File: config.mk
export PLATFORM = sky130hd
export DESIGN_NAME = spi_sample_receiver
export DESIGN_NICKNAME = d
export VERILOG_FILES = /design/src/rtl/spi_sample_receiver.sv
export SDC_FILE = /design/constraint.sdc
export NUM_CORES = 1
export LEC_CHECK = 0
export BUFFER_PORTS_ARGS = -buffer_cell sky130_fd_sc_hd__buf_2
export CAP_MARGIN = 20
export CELL_PAD_IN_SITES_DETAIL_PLACEMENT = 1
export CELL_PAD_IN_SITES_GLOBAL_PLACEMENT = 1
export CORE_AREA = 5 5 77 79
export DETAILED_ROUTE_END_ITERATION = 8
export DIE_AREA = 0 0 82 84
export GPL_TIMING_DRIVEN = 0
export HOLD_SLACK_MARGIN = 0.15
export PLACE_DENSITY_LB_ADDON = 0.12
export SETUP_SLACK_MARGIN = 0.4
export SYNTH_ARGS = -nofsm -noshare
export SYNTH_HDL_FRONTEND = slang
export SYNTH_SLANG_ARGS = --single-unit
File: constraint.sdc
create_clock -name input_clk -period 1.7 [get_ports input_clk]
set_input_delay 0.51 -clock input_clk [delete_from_list [all_inputs] [get_ports input_clk]]
set_output_delay 0.51 -clock input_clk [all_outputs]
set_load 0.01 [all_outputs]
File: src/rtl/spi_sample_receiver.sv
// rtl/spi_sample_receiver.sv - SPI mode-0 slave that deserialises audio samples onto a valid/ready port.
// Optional stalled-frame timeout: define SPI_RX_FRAME_TIMEOUT_EN.
module spi_sample_receiver #(
  parameter int DATA_WIDTH     = 16,
  parameter int SYNC_STAGES    = 2,
  parameter int TIMEOUT_CYCLES = 1024
) (
  input  logic                  input_clk,
  input  logic                  reset,
  input  logic                  spi_sclk,
  input  logic                  spi_chip_select,
  input  logic                  spi_mosi,
  output logic [DATA_WIDTH-1:0] sample_out,
  output logic                  sample_valid,
  input  logic                  sample_ready,
  output logic                  busy,
  output logic                  overrun,
  output logic                  frame_error
);

  localparam int CW = $clog2(DATA_WIDTH + 1);

  localparam logic [1:0] IDLE  = 2'd0;
  localparam logic [1:0] SHIFT = 2'd1;
  localparam logic [1:0] DONE  = 2'd2;

  logic [SYNC_STAGES-1:0] sclk_sync;
  logic [SYNC_STAGES-1:0] cs_sync;
  logic [SYNC_STAGES-1:0] mosi_sync;
  logic                   sclk_d;
  logic                   sclk_s;
  logic                   cs_s;
  logic                   mosi_s;
  logic                   sclk_rise;

  logic [1:0]            state;
  logic [CW-1:0]         bit_cnt;
  logic [DATA_WIDTH-1:0] shift_reg;
  logic                  word_done;
  logic                  extra_err;
  logic                  timeout_hit;

  // Synchronisers reset to the idle bus levels so leaving reset never looks like an edge.
  always_ff @(posedge input_clk or posedge reset) begin
    if (reset) begin
      sclk_sync <= '0;
      cs_sync   <= '1;
      mosi_sync <= '0;
      sclk_d    <= 1'b0;
    end else begin
      sclk_sync <= {sclk_sync[SYNC_STAGES-2:0], spi_sclk};
      cs_sync   <= {cs_sync[SYNC_STAGES-2:0], spi_chip_select};
      mosi_sync <= {mosi_sync[SYNC_STAGES-2:0], spi_mosi};
      sclk_d    <= sclk_sync[SYNC_STAGES-1];
    end
  end

  assign sclk_s    = sclk_sync[SYNC_STAGES-1];
  assign cs_s      = cs_sync[SYNC_STAGES-1];
  assign mosi_s    = mosi_sync[SYNC_STAGES-1];
  assign sclk_rise = sclk_s & ~sclk_d;
  assign busy      = (state != IDLE);

`ifdef SPI_RX_FRAME_TIMEOUT_EN
  localparam int TW = $clog2(TIMEOUT_CYCLES + 1);

  logic [TW-1:0] idle_cnt;
  logic          sclk_edge;

  assign sclk_edge   = sclk_s ^ sclk_d;
  assign timeout_hit = (state == SHIFT) && !sclk_edge && (bit_cnt != '0) &&
                       (idle_cnt == TW'(TIMEOUT_CYCLES - 1));

  always_ff @(posedge input_clk or posedge reset) begin
    if (reset) begin
      idle_cnt <= '0;
    end else if (state != SHIFT || sclk_edge) begin
      idle_cnt <= '0;
    end else if (idle_cnt != TW'(TIMEOUT_CYCLES - 1)) begin
      idle_cnt <= idle_cnt + 1'b1;
    end
  end
`else
  localparam int unused_timeout_cycles = TIMEOUT_CYCLES;

  assign timeout_hit = 1'b0;
`endif

  always_ff @(posedge input_clk or posedge reset) begin
    if (reset) begin
      state       <= IDLE;
      bit_cnt     <= '0;
      shift_reg   <= '0;
      word_done   <= 1'b0;
      frame_error <= 1'b0;
      extra_err   <= 1'b0;
    end else begin
      word_done   <= 1'b0;
      frame_error <= 1'b0;
      case (state)
        IDLE: begin
          bit_cnt   <= '0;
          extra_err <= 1'b0;
          if (!cs_s) state <= SHIFT;
        end
        SHIFT: begin
          if (cs_s) begin
            if (bit_cnt != '0) frame_error <= 1'b1;
            bit_cnt <= '0;
            state   <= IDLE;
          end else if (sclk_rise) begin
            shift_reg <= {shift_reg[DATA_WIDTH-2:0], mosi_s};
            bit_cnt   <= bit_cnt + 1'b1;
            if (bit_cnt == CW'(DATA_WIDTH - 1)) begin
              word_done <= 1'b1;
              state     <= DONE;
            end
          end else if (timeout_hit) begin
            // Abandoned partial frame: report once and park until CS_N releases.
            frame_error <= 1'b1;
            extra_err   <= 1'b1;
            bit_cnt     <= '0;
            state       <= DONE;
          end
        end
        DONE: begin
          if (cs_s) begin
            state <= IDLE;
          end else if (sclk_rise && !extra_err) begin
            frame_error <= 1'b1;
            extra_err   <= 1'b1;
          end
        end
        default: state <= IDLE;
      endcase
    end
  end

  // A new word may replace the held one only when the consumer takes it in the same cycle.
  always_ff @(posedge input_clk or posedge reset) begin
    if (reset) begin
      sample_out   <= '0;
      sample_valid <= 1'b0;
      overrun      <= 1'b0;
    end else begin
      overrun <= 1'b0;
      if (word_done) begin
        if (!sample_valid || sample_ready) begin
          sample_out   <= shift_reg;
          sample_valid <= 1'b1;
        end else begin
          overrun <= 1'b1;
        end
      end else if (sample_valid && sample_ready) begin
        sample_valid <= 1'b0;
      end
    end
  end

endmodule

# Word-level counts from Yosys, hierarchy flattened
# Cells that the tools add are included.
[op_classes] n_reduce_logical=17 n_addsub=1 bitwise_logic=3 muxes=26 n_eq_ne=10
[op_table] cell="$mux W1" n=15
[op_table] cell="$mux W2" n=5
[op_table] cell="$mux W5" n=2
[op_table] cell="$pmux W5 S2" n=1
[op_table] cell="$ne A2 B2 Y1 const B" n=4
[op_table] cell="$reduce_bool A2 Y1" n=4
[op_table] cell="$ne A3 B3 Y1 const B" n=2
[op_table] cell="$pmux W2 S3" n=1
[op_table] cell="$reduce_and A2 Y1" n=3
[op_table] cell="$reduce_and A3 Y1" n=2
[op_table] cell="$add A5 B1 Y5 const B" n=1
[op_table] cell="$eq A5 B4 Y1 const B" n=1
[op_table] cell="$reduce_bool A5 Y1" n=1
[op_table] cell="$pmux W1 S2" n=2
[op_table] cell="$reduce_and A4 Y1" n=1
[op_table] cell="$eq A2 B1 Y1 const B" n=1
[op_table] cell="$eq A2 B2 Y1 const B" n=1
[op_table] cell="$logic_and A1 B1 Y1" n=2
[op_table] cell="$logic_not A1 Y1" n=2
[op_table] cell="$logic_not A2 Y1" n=1
[op_table] cell="$ne A2 B1 Y1 const B" n=1
[op_table] cell="$not A1 Y1" n=2
[op_table] cell="$and A1 B1 Y1" n=1
[op_table] cell="$logic_or A1 B1 Y1" n=1
[word_totals] inputBits=6 output_inout_bits=20 regBits=51 wordCells=70

# Longest topological paths before layout
# Gate-level depths: netlist of run 1.
[logic_depth] word_depth=6 depth_mapped=7 ltp_nobuf=6

# Least setup slack after synthesis of run 1
# No wires, ideal clock.
[synth_path] kind="in2reg" startpoint="input state[1]" endpoint="register shift_reg[10]" setup_ns=0.125 required_ns=1.575 cell_stages=7 arrival_time_ns=1.475 path_buffers=2 slack_ns=0.100 path_cell_list="dfrtp_1 inv_1 ha_1 buf_2 and4bb_4 buf_6 mux2_2"
[synth_between] elab_chain_cells=2
[synth_lines] element="start: declaration" line_no="36" rtl="logic [1:0] state;"
[synth_lines] element="$eq A2 B1 Y1" line_no="100" rtl="case (state)"
[synth_lines] element="$reduce_and A3 Y1 (no line)"
[synth_lines] element="end signal: assignment" line_no="112" rtl="shift_reg <= {shift_reg[DATA_WIDTH-2:0], mosi_s};"
[synth_lines] element="end: declaration" line_no="38" rtl="logic [DATA_WIDTH-1:0] shift_reg;"
# No other way between the ends.
# A chain may end at the register's enable or synchronous reset.

# Worst setup path after layout of run 1
[layout_path] startpoint="input state[1]" endpoint="register shift_reg[14]"
# Same word-level chain as after synthesis.

==> results of run 1 <==
## kinds of logic (layout without fill, tap and decap cells)
family / Yosys count / after routing / synth area share
and+or+nand+nor: 22 / 22 / 0.0646
buffers and inverters: 14 / 84 / 0.0386
AOI/OAI and AO/OA: 16 / 16 / 0.0561
DFF: 51 / 51 / 0.616
adders and majority gates: 6 / 6 / 0.0362
muxes: 35 / 35 / 0.188
## layout by cell type (no fill, tap or decap), types with 2 or more instances in the layout
cell,netlist,layout
sky130_fd_sc_hd__a21oi_2,0,2
sky130_fd_sc_hd__a22o_1,2,2
sky130_fd_sc_hd__a31o_2,2,2
sky130_fd_sc_hd__buf_2,1,21
sky130_fd_sc_hd__buf_4,1,27
sky130_fd_sc_hd__buf_6,3,11
sky130_fd_sc_hd__buf_8,0,4
sky130_fd_sc_hd__clkbuf_8,0,5
sky130_fd_sc_hd__clkinvlp_4,0,2
sky130_fd_sc_hd__dfrtp_1,49,49
sky130_fd_sc_hd__dfstp_2,2,2
sky130_fd_sc_hd__ha_4,0,4
sky130_fd_sc_hd__inv_1,9,3
sky130_fd_sc_hd__inv_2,0,4
sky130_fd_sc_hd__mux2_2,32,7
sky130_fd_sc_hd__mux2_4,0,25
sky130_fd_sc_hd__mux2i_1,3,2
sky130_fd_sc_hd__nand2_1,5,3
sky130_fd_sc_hd__nand2_4,0,3
sky130_fd_sc_hd__nand3_1,2,2
sky130_fd_sc_hd__nor2b_1,3,2
sky130_fd_sc_hd__o21ai_2,0,2
## worst max-delay path by stage
stage | startpoint | endpoint | cells after the start
finish | state[1] | shift_reg[14] | 6
detailed placement | state[1] | shift_reg[14] | 6
CTS | state[1] | shift_reg[3] | 6
global route | state[0] | busy | 4
global placement | state[1] | shift_reg[2] | 6
floorplan | state[1] | shift_reg[10] | 6
## layout make-up
| type | count | area, um2 | area share |
|---|---|---|---|
| Timing Repair Buffer | 62 | 507 | 0.167 |
| Clock buffer | 5 | 68.8 | 0.0226 |
| Sequential cell | 51 | 1280 | 0.421 |
| Clock inverter | 3 | 27.5 | 0.00906 |
| Tap cell | 72 | 90.1 | 0.0296 |
| Inverter | 9 | 40.0 | 0.0132 |
| Buffer | 5 | 67.6 | 0.0222 |
| Multi-Input combinational cell | 79 | 960 | 0.316 |
## per-layer routing
| metal | global-route usage | vias up |
|---|---|---|
| met5 | 0 | - |
| met4 | 0.0453 | 0 |
| met3 | 0.0432 | 10 |
| met2 | 0.242 | 27 |
| met1 | 0.181 | 716 |
| li1 | - | 642 |
## power by group through the flow
stage	clock, mW	combinational [mW]	sequential, mW
after floorplan	0	0.323	1.38
after global placement	0	0.398	1.40
after detailed placement	0	0.418	1.41
after CTS	0.767	0.597	1.38
after global routing	0.817	0.838	1.40
final	0.738	0.777	1.38
## stage by stage
stage                     setup slack, ns  hold WS, ns
final                             0.00803        0.283
after global routing              -0.0351        0.267
after CTS                          0.0274        0.270
after detailed placement          0.00797        0.336
after global placement             0.0538        0.336
after floorplan                     0.164        0.331
## worst max-delay path, delay by kind of cell, from the launching register on
kind / cells / cell delay [ns]
buffers and inverters: 3 / 0.37
flip-flops: 1 / 0.40
adder cells (fa/ha/maj): 1 / 0.14
AND/OR/NAND/NOR: 1 / 0.36
multiplexers: 1 / 0.31
## what timing repair did
action | CTS | global route
buffers inserted | 20 | 13
resized for setup | 27 | 30
hold buffers | 0 | 1
setup endpoints to repair | 45 | 45
endpoints found under the hold margin | 0 | 7
gates cloned | 1 | 1
pin swaps | 7 | 9
==> metrics.log, run 1 <==
[metrics] outcome: completed
[metrics] effective utilization at floorplan: 0.394
[metrics] proportion of netlist area held by the largest area contributor: 0.591
[metrics] hold endpoint: cs_sync[0]
[metrics] Combinational Power Share: 0.268
[metrics] sum of routed wire length over all layers: 4.90 mm
[metrics] vias in the first global route: 1535
[metrics] Setup crit start kind: flip-flop
[metrics] transition time at the pin with the least slew margin: between 0.3 and 0.4 ns
[metrics] slowest cell on the critical path: sky130_fd_sc_hd__dfrtp_1
[metrics] Routability Congestion: around 0.80
[metrics] share of async-settable or async-resettable flops after synthesis: 1.00
[metrics] root buffer selected by CTS: sky130_fd_sc_hd__clkbuf_8
[metrics] sequential fraction of the synthesis area: 0.616
[metrics] sort of element at the end of the critical path: flip-flop
[metrics] worst-case clock buffer depth: 2
[metrics] RSZ-0062 raised after global routing: true
[metrics] leakage power total: between 1.5 and 2 nW
[metrics] Pint: 2.05 mW
[metrics] cell area after technology mapping: between 0.002 and 0.0025 mm2
[metrics] port bufs: 25
[metrics] PwrDens: 953 mW/mm2
[metrics] worst min-delay path class: input port to flip-flop
[metrics] Hold Crit Start: spi_chip_select
[metrics] net count of the finished layout: 225
[metrics] Synthesis Warnings: 0
[metrics] cell breakdown of the critical path: inv_2 -> ha_4 -> buf_6 -> and4bb_4 -> buf_8 -> mux2_4
[metrics] synthesized flop and latch total: 51
[metrics] via count: 1395
[metrics] dominant synthesized flop cell: sky130_fd_sc_hd__dfrtp_1
[metrics] H-tree levels: 2
[metrics] number of non-filler instances in the completed layout: 286
[metrics] fraction of layout cells with a size suffix above 1: 0.654
[metrics] required time reported for the critical path endpoint: approximately 1.9 ns
[metrics] max-slew violation total from the final report: 0
[metrics] sequential power share: 0.477
[metrics] Clock Pin Slew Worst Setup and Hold Paths: 0.10 ns
[metrics] height of the die: 84 um
[metrics] Clock power frac: 0.255
[metrics] number of cell rows: 27
[metrics] clock latency on the worst-skew pair: approximately 0.31 ns
[metrics] clock sink total: 51
[metrics] overflow left after global routing: 0
[metrics] cell depth of the worst min-delay path: 1
[metrics] top cell type by total area after synthesis: sky130_fd_sc_hd__dfrtp_1
[metrics] Final Power: 2.90 mW
[metrics] area of the placeable core: 0.00527 mm2
[metrics] Worst Reg2Reg Path Length in Cells: 6
[metrics] first drt pass iteration count: 2
[metrics] met3 wire len: 141 um
[metrics] Layout Utilization: 0.577
[metrics] half-perimeter wire length after placement: roughly 2.7 mm
[metrics] DR DRC count: 0
[metrics] number of max-capacitance violations reported: 0
[metrics] Max transition margin: 0.783
[metrics] cell count after placement: between 200 and 250
[metrics] die width: about 82 um
[metrics] switching power total: 0.851 mW
[metrics] diode count: 0
[metrics] routed length per instance: between 15 and 20 um
[metrics] Peak supply drop: 0.563 mV
[metrics] mean instance size in the synthesized netlist: 14.4 um2
[metrics] length of routed met2 wiring: 2.58 mm
[metrics] first-pass GRT wire length: 7.67 mm
[metrics] net count of the mapped netlist: around 160
[metrics] Syn Inst Count: 144
[metrics] Tmin final: roughly 1.7 ns
[metrics] worst reg2reg endpoint: shift_reg[14]
[metrics] most frequent cells after synthesis: sky130_fd_sc_hd__dfrtp_1, sky130_fd_sc_hd__mux2_2, sky130_fd_sc_hd__inv_1
[metrics] initial DRC count: 23
[metrics] summed area of non-filler cells in the final layout: 0.00304 mm2
[metrics] Hold Vio Cnt, Final: 0
[metrics] most numerous cell in the Yosys netlist: sky130_fd_sc_hd__dfrtp_1
[metrics] top layer reached by signal wires: met4
[metrics] wl on met1: 2.10 mm
[metrics] most area-consuming cells after synthesis: sky130_fd_sc_hd__dfrtp_1, sky130_fd_sc_hd__mux2_2, sky130_fd_sc_hd__ha_1
[metrics] maximum fanout count along the critical path: 5
[metrics] overall die area: 0.00689 mm2
[metrics] I/O pin count: 26
[metrics] filler instances: 539
[metrics] Placed Instance Area: 0.00240 mm2
[metrics] area overhead of the layout relative to synthesis: 46.5%
[metrics] maximum number of pins on one net before global-route repair: 52
[metrics] TritonCTS clock tree: yes
[metrics] reg2reg setup slack: 0.008 ns
[metrics] Detail Route Antenna Nets: 0
[metrics] beginning of the worst register-to-register path: state[1]
[metrics] final critical-path share of the clock period: 0.995
[metrics] slowest cell delay on critical path: ~0.40 ns
[metrics] library cells used by synthesis: 32
[metrics] count of flip-flops with a built-in enable after synthesis: 0
[metrics] number of vias per cell: 4.88
[metrics] TritonCTS Buffers: 5
[metrics] net switching fraction of the power: 0.294
[metrics] total routing resource utilization after global routing: 0.146
[metrics] initial antenna violation count: 0
[metrics] startpoint-to-endpoint class of the critical path: flip-flop to flip-flop
[metrics] worst clock skew on the final layout: 0.00939 ns
[metrics] worst endpoint data arrival time: 1.88 ns
[metrics] number of setup violations in the final report: 0
[metrics] maximum frequency from static timing analysis: around 590 MHz
[metrics] accumulated negative setup slack: 0 ns
Power figures use the tool's default switching activity.
==> run 2, diff against run 1 <==
--- a/config.mk
+++ b/config.mk
@@ -6,12 +6,12 @@
 export NUM_CORES = 1
 export LEC_CHECK = 0
 export BUFFER_PORTS_ARGS = -buffer_cell sky130_fd_sc_hd__buf_2
-export CAP_MARGIN = 20
+export CAP_MARGIN = 40
 export CELL_PAD_IN_SITES_DETAIL_PLACEMENT = 1
 export CELL_PAD_IN_SITES_GLOBAL_PLACEMENT = 1
-export CORE_AREA = 5 5 77 79
+export CORE_AREA = 5 5 81 83
 export DETAILED_ROUTE_END_ITERATION = 8
-export DIE_AREA = 0 0 82 84
+export DIE_AREA = 0 0 86 88
 export GPL_TIMING_DRIVEN = 0
 export HOLD_SLACK_MARGIN = 0.15
 export PLACE_DENSITY_LB_ADDON = 0.12
==> run 2 against run 1 <==
- clock skew about the same
- clock power down 5.1%
- sequential power about the same
- final cell count is 1.0% lower
- non-clock buffer count is 6 lower
- cell area down 2.3%
- die area is 9.9% higher
- critical path depth unchanged
- power fell by 3.2%
==> metrics.log, run 2 (synthesized netlist as in run 1, its figures left out) <==
[metrics] outcome: completed
[metrics] worst-case clock buffer depth: 2 (unchanged)
[metrics] Clock Pin Slew Worst Setup and Hold Paths: 0.10 ns (about the same)
[metrics] worst min-delay path class: input port to asynchronous set/reset pin
[metrics] maximum number of pins on one net before global-route repair: 31 (-40%)
[metrics] beginning of the worst register-to-register path: state[1]
[metrics] cell family with most CP delay: flip-flops
[metrics] Worst Reg2Reg Path Length in Cells: 6 (unchanged)
[metrics] most frequent cells in the layout: sky130_fd_sc_hd__dfrtp_1, sky130_fd_sc_hd__mux2_4, sky130_fd_sc_hd__buf_4
[metrics] summed area of non-filler cells in the final layout: 0.00297 mm2 (-2.3%)
[metrics] die width: 86 um (+4.9%)
[metrics] clock latency on the worst-skew pair: 0.30 ns (about the same)
[metrics] Max transition margin: 0.656 (-0.127)
[metrics] overall die area: 0.00757 mm2 (+9.9%)
[metrics] I/O pin count: 26 (unchanged)
[metrics] total routing resource utilization after global routing: 0.126 (-0.0200)
[metrics] clock sink total: 51 (unchanged)
[metrics] worst reg2reg endpoint: shift_reg[0]
[metrics] slowest cell delay on critical path: 0.41 ns (about the same)
[metrics] net count of the finished layout: 219 (-2.7%)
[metrics] vias in the first global route: 1529 (-0.39%)
[metrics] Hold Vio Cnt, Final: 0 (unchanged)
[metrics] Tmin final: 1.67 ns (-0.0175 ns)
[metrics] RSZ-0062 raised after global routing: true
[metrics] maximum frequency from static timing analysis: 597 MHz (+1.0%)
[metrics] Peak supply drop: 0.512 mV (-9.0%)
[metrics] Detail Route Antenna Nets: 0 (unchanged)
[metrics] via count: 1369 (-1.9%)
[metrics] sort of element at the end of the critical path: flip-flop
[metrics] PwrDens: 944 mW/mm2 (-0.92%)
[metrics] Setup crit start kind: flip-flop
[metrics] half-perimeter wire length after placement: 2.78 mm (+2.3%)
[metrics] max-slew violation total from the final report: 0 (unchanged)
[metrics] worst clock skew on the final layout: 0.00960 ns (+0.000212 ns)
[metrics] worst endpoint data arrival time: 1.86 ns (-0.02 ns)
[metrics] routed length per instance: 16.1 um (-6.1%)
[metrics] launch point of the worst path: state[1]
[metrics] TritonCTS Buffers: 5 (unchanged)
[metrics] diode count: 0 (unchanged)
[metrics] leakage power total: 1.48 nW (-3.5%)
[metrics] maximum fanout count along the critical path: 7 (+2)
[metrics] root buffer selected by CTS: sky130_fd_sc_hd__clkbuf_8
[metrics] TritonCTS clock tree: yes
[metrics] buffers plus inverters on the worst setup path: 3 (unchanged)
[metrics] final critical-path share of the clock period: 0.985 (-0.0103)
[metrics] required time reported for the critical path endpoint: 1.89 ns (about the same)
[metrics] area overhead of the layout relative to synthesis: 43.1%
[metrics] H-tree levels: 2 (unchanged)
[metrics] number of vias per cell: 4.84 (-0.82%)
[metrics] first-pass GRT wire length: 7.40 mm (-3.6%)
[metrics] filler instances: 582 (+8.0%)
[metrics] effective utilization at floorplan: 0.359 (-0.0348)
[metrics] overflow left after global routing: 0 (unchanged)
[metrics] initial antenna violation count: 0 (unchanged)
[metrics] number of setup violations in the final report: 0 (unchanged)
[metrics] Placed Instance Area: 0.00242 mm2 (+0.99%)
[metrics] leading cell type in the layout, fill and taps excluded: sky130_fd_sc_hd__dfrtp_1
[metrics] Final Power: 2.80 mW (-3.2%)
[metrics] depth of the critical timing path with buffers and inverters included: 6 (unchanged)
[metrics] cell breakdown of the critical path: inv_2 -> ha_4 -> buf_6 -> and4bb_4 -> buf_8 -> mux2_4
[metrics] first drt pass iteration count: 2 (unchanged)
[metrics] fraction of layout cells with a size suffix above 1: 0.644 (-0.00997)
[metrics] number of max-capacitance violations reported: 0 (unchanged)
[metrics] startpoint-to-endpoint class of the critical path: flip-flop to flip-flop
[metrics] reg2reg setup slack: 0.03 ns (+0.02 ns)
[metrics] height of the die: 88 um (+4.8%)
[metrics] port bufs: 25 (unchanged)
[metrics] timing endpoint of the critical path: shift_reg[0]
[metrics] slowest cell on the critical path: sky130_fd_sc_hd__dfrtp_1
[metrics] initial DRC count: 18 (-22%)
[metrics] transition time at the pin with the least slew margin: 0.514 ns (+0.193 ns)
[metrics] sum of routed wire length over all layers: 4.55 mm (-7.1%)
[metrics] number of cell rows: 28 (+3.7%)
[metrics] Routability Congestion: 0.689 (-13%)
[metrics] area of the placeable core: 0.00578 mm2 (+9.7%)
[metrics] DR DRC count: 0 (unchanged)
## run 2: worst min path at each step
stage,startpoint,to,slack (ns),cells past startpoint
final,reset,frame_error,0.23,2
after CTS,reset,sample_out[15],0.25,2
after global placement,sclk_sync[0],sclk_sync[1],0.34,0
after detailed placement,mosi_sync[0],mosi_sync[1],0.35,0
after floorplan,mosi_sync[0],mosi_sync[1],0.33,0
after global routing,reset,state[0],0.26,2
## run 2: metal layers
layer	vias to the layer above	track usage	part of all wire
li1	629	-	-
met1	714	0.149	0.44
met2	21	0.229	0.51
met3	5	0.0273	0.032
met4	0	0.0388	0.012
met5	-	0	0
## run 2: cell type report
cell class,instances,area (um2),area share
flip-flops and latches,51,1280,0.431
multi-input cells,79,950,0.320
repair buffers,56,444,0.150
well taps,75,93.8,0.0316
plain buffers,5,72.6,0.0245
clock buffers,5,68.8,0.0232
inverters,9,40.0,0.0135
clock inverters,3,20.0,0.00675
## run 2: timing repair
action | in CTS | in global routing
gates cloned | 1 | 1
pin swaps | 6 | 5
setup buffers | 19 | 9
hold buffers | 0 | 0
endpoints found under the setup margin | 46 | 55
hold endpoints to repair | 0 | 0
resized for setup | 26 | 25
## run 2: power breakdown
group          internal [mW]  switching (mW)
combinational          0.405           0.325
clock                  0.287           0.412
sequential              1.30          0.0686
total                   2.00           0.806
## run 2: through the flow
stage	instances	util	hold slack (ns)	worst slack [ns]	setup TNS [ns]
2_1_floorplan	144	-	0.331	0.164	0
3_3_place_gp	244	0.415	0.342	0.0625	0
3_5_place_dp	245	0.419	0.347	0.0256	0
4_1_cts	273	0.481	0.246	0.0309	0
5_1_grt	283	0.513	0.264	-0.0367	-0.118
6_report	283	0.513	0.228	0.0255	0
## run 2: worst reg2reg max path, delay by kind of cell (launching register included)
family / cells / cell delay [ns]
flip-flops: 1 / 0.41
buffers and inverters: 3 / 0.38
multiplexers: 1 / 0.30
adder cells (fa/ha/maj): 1 / 0.14
AND/OR/NAND/NOR: 1 / 0.33
==> run 3, diff against run 2 <==
--- a/config.mk
+++ b/config.mk
@@ -9,9 +9,9 @@
 export CAP_MARGIN = 40
 export CELL_PAD_IN_SITES_DETAIL_PLACEMENT = 1
 export CELL_PAD_IN_SITES_GLOBAL_PLACEMENT = 1
-export CORE_AREA = 5 5 81 83
+export CORE_AREA = 5 5 98 100
 export DETAILED_ROUTE_END_ITERATION = 8
-export DIE_AREA = 0 0 86 88
+export DIE_AREA = 0 0 103 105
 export GPL_TIMING_DRIVEN = 0
 export HOLD_SLACK_MARGIN = 0.15
 export PLACE_DENSITY_LB_ADDON = 0.12
==> run 3 against run 2 <==
- clock skew up 0.00092 ns
- register-to-register slack better by 0.03 ns
- core utilization down 16 points
- largest cell class unchanged
- sequential power about the same
- combinational power about the same
- power up 6.9%
==> metrics.log, run 3 (synthesized netlist as in run 1, its figures left out) <==
[metrics] Storage cell area: 0.00128 mm2 (unchanged)
[metrics] Placed Instance Area: 0.00246 mm2 (+1.7%)
[metrics] Peak supply drop: 0.373 mV (-27%)
[metrics] overall die area: 0.0108 mm2 (+43%)
[metrics] most frequent cells in the layout: sky130_fd_sc_hd__dfrtp_1, sky130_fd_sc_hd__buf_4, sky130_fd_sc_hd__mux2_4, sky130_fd_sc_hd__buf_2, sky130_fd_sc_hd__mux2_2
[metrics] Final Power: 2.99 mW (+6.9%)
[metrics] I/O pin count: 26 (unchanged)
[metrics] fraction of layout cells with a size suffix above 1: 0.623 (-0.0215)
[metrics] Max transition margin: 0.748 (+0.0917)
[metrics] diode count: 0 (unchanged)
[metrics] worst clock skew on the final layout: 0.0105 ns (+0.000918 ns)
[metrics] first-pass GRT wire length: 7.34 mm (-0.74%)
[metrics] area overhead of the layout relative to synthesis: 48.0%
[metrics] worst-case clock buffer depth: 2 (unchanged)
[metrics] reg2reg setup slack: 0.06 ns (+0.03 ns)
[metrics] initial antenna violation count: 0 (unchanged)
[metrics] outcome: completed
[metrics] via count: 1412 (+3.1%)
[metrics] Routability Congestion: 0.769 (+12%)
[metrics] clock latency on the worst-skew pair: 0.31 ns (about the same)
[metrics] routed length per instance: 14.8 um (-8.0%)
[metrics] worst path setup slack after routing: 0.0536 ns (+0.0281 ns)
[metrics] Tmin final: 1.65 ns (-0.0281 ns)
[metrics] leakage power total: 1.55 nW (+4.3%)
[metrics] Post-Route Hold Slack: 0.166 ns (-0.0621 ns)
[metrics] cell breakdown of the critical path: inv_2 -> ha_4 -> inv_4 -> buf_6
[metrics] die width: 103 um (+20%)
[metrics] maximum frequency from static timing analysis: 607 MHz (+1.7%)
[metrics] first drt pass iteration count: 3 (+1)
[metrics] half-perimeter wire length after placement: 2.89 mm (+3.8%)
[metrics] maximum fanout count along the critical path: 3 (-4)
[metrics] worst setup slack after placement: 0.0380 ns (+0.0123 ns)
[metrics] vias in the first global route: 1484 (-2.9%)
[metrics] sum of routed wire length over all layers: 4.85 mm (+6.6%)
[metrics] transition time at the pin with the least slew margin: 0.377 ns (-0.137 ns)
[metrics] final critical-path share of the clock period: 0.968 (-0.0165)
[metrics] number of max-capacitance violations reported: 0 (unchanged)
[metrics] required time reported for the critical path endpoint: 1.19 ns (-0.70 ns)
[metrics] TritonCTS Buffers: 5 (unchanged)
[metrics] root buffer selected by CTS: sky130_fd_sc_hd__clkbuf_8
[metrics] slowest cell delay on critical path: 0.42 ns (about the same)
[metrics] number of vias per cell: 4.30 (-11%)
[metrics] port bufs: 25 (unchanged)
[metrics] initial DRC count: 18 (unchanged)
[metrics] accumulated negative setup slack: 0 ns (unchanged)
[metrics] RSZ-0062 raised after global routing: true
[metrics] Clock Pin Slew Worst Setup and Hold Paths: 0.10 ns (about the same)
[metrics] total routing resource utilization after global routing: 0.0872 (-0.0391)
[metrics] maximum number of pins on one net before global-route repair: 38 (+23%)
[metrics] Setup crit start kind: flip-flop
[metrics] number of cell rows: 34 (+21%)
[metrics] PwrDens: 975 mW/mm2 (+3.3%)
[metrics] clock sink total: 51 (unchanged)
[metrics] Detail Route Antenna Nets: 0 (unchanged)
[metrics] summed area of non-filler cells in the final layout: 0.00307 mm2 (+3.5%)
[metrics] worst endpoint data arrival time: 1.14 ns (-0.72 ns)
[metrics] effective utilization at floorplan: 0.241 (-0.117)
[metrics] CTS hold repair buffers: 0 (unchanged)
[metrics] DR DRC count: 0 (unchanged)
[metrics] sort of element at the end of the critical path: output pin
[metrics] overflow left after global routing: 0 (unchanged)
[metrics] area occupied by multi-input gates: 906 um2 (-4.6%)
[metrics] net count of the finished layout: 231 (+5.5%)
[metrics] TritonCTS clock tree: yes
[metrics] area of the placeable core: 0.00859 mm2 (+49%)
[metrics] filler instances: 929 (+60%)
[metrics] max-slew violation total from the final report: 0 (unchanged)
[metrics] H-tree levels: 2 (unchanged)
[metrics] slowest cell on the critical path: sky130_fd_sc_hd__dfrtp_1
[metrics] startpoint-to-endpoint class of the critical path: flip-flop to output pin
[metrics] leading cell type in the layout, fill and taps excluded: sky130_fd_sc_hd__dfrtp_1
[metrics] height of the die: 105 um (+19%)
[metrics] Hold Vio Cnt, Final: 0 (unchanged)
[metrics] worst min-delay path class: input port to asynchronous set/reset pin
[metrics] number of setup violations in the final report: 0 (unchanged)
-- run 3: cell count changes in the layout (fill, tap and decap cells not counted), sizes merged --
cell	change
buf	+11
clkinvlp	-2
bufinv	+1
clkbuf	+1
inv	+1
-- run 3: area by class of cell --
type | count | area share
clock buffers | 5 | 0.0224
well taps | 108 | 0.0440
clock inverters | 3 | 0.0155
inverters | 9 | 0.0130
repair buffers | 68 | 0.170
plain buffers | 5 | 0.0236
multi-input cells | 79 | 0.295
flip-flops and latches | 51 | 0.416
-- run 3: repair_timing --
item / CTS / global route
pin swaps: 5 / 4
buffers inserted: 21 / 19
resized for setup: 15 / 19
endpoints found under the setup margin: 46 / 55
cloned: 0 / 2
-- run 3: routing by layer --
layer	GRT usage	wire length (um)	vias up	part of all wire
met5	0	0	-	0
met4	0.0361	119	0	0.025
met3	0.0300	216	9	0.045
met2	0.137	2310	26	0.48
met1	0.108	2210	719	0.45
li1	-	-	658	-
-- run 3: final timing paths --
path                                 start       endpoint  depth (start not counted)
setup reg to reg                  state[0]   shift_reg[4]                          6
setup / recovery                  state[0]           busy                          4
hold / removal                       reset    frame_error                          2
min in group input_clk     spi_chip_select     cs_sync[0]                          1
hold reg to reg               sclk_sync[0]   sclk_sync[1]                          0
max in group asynchronous            reset  sample_out[0]                          3
-- run 3: stage by stage --
stage	std cells	utilization
after floorplan	144	-
after CTS	307	0.325
after detailed placement	278	0.287
final	328	0.357
after global placement	277	0.284
after global routing	328	0.357
-- run 3: worst max-delay path, delay by kind of cell, from the launching register on --
kind                     cells  cell delay (ns)
buffers and inverters        3             0.25
adder cells (fa/ha/maj)      1             0.16
flip-flops                   1             0.42
-- run 3: power by group --
group	internal, mW	switching, mW	leakage [nW]
combinational	0.417	0.315	0.803
clock	0.447	0.440	0.0587
sequential	1.30	0.0719	0.686
total	2.17	0.827	1.55
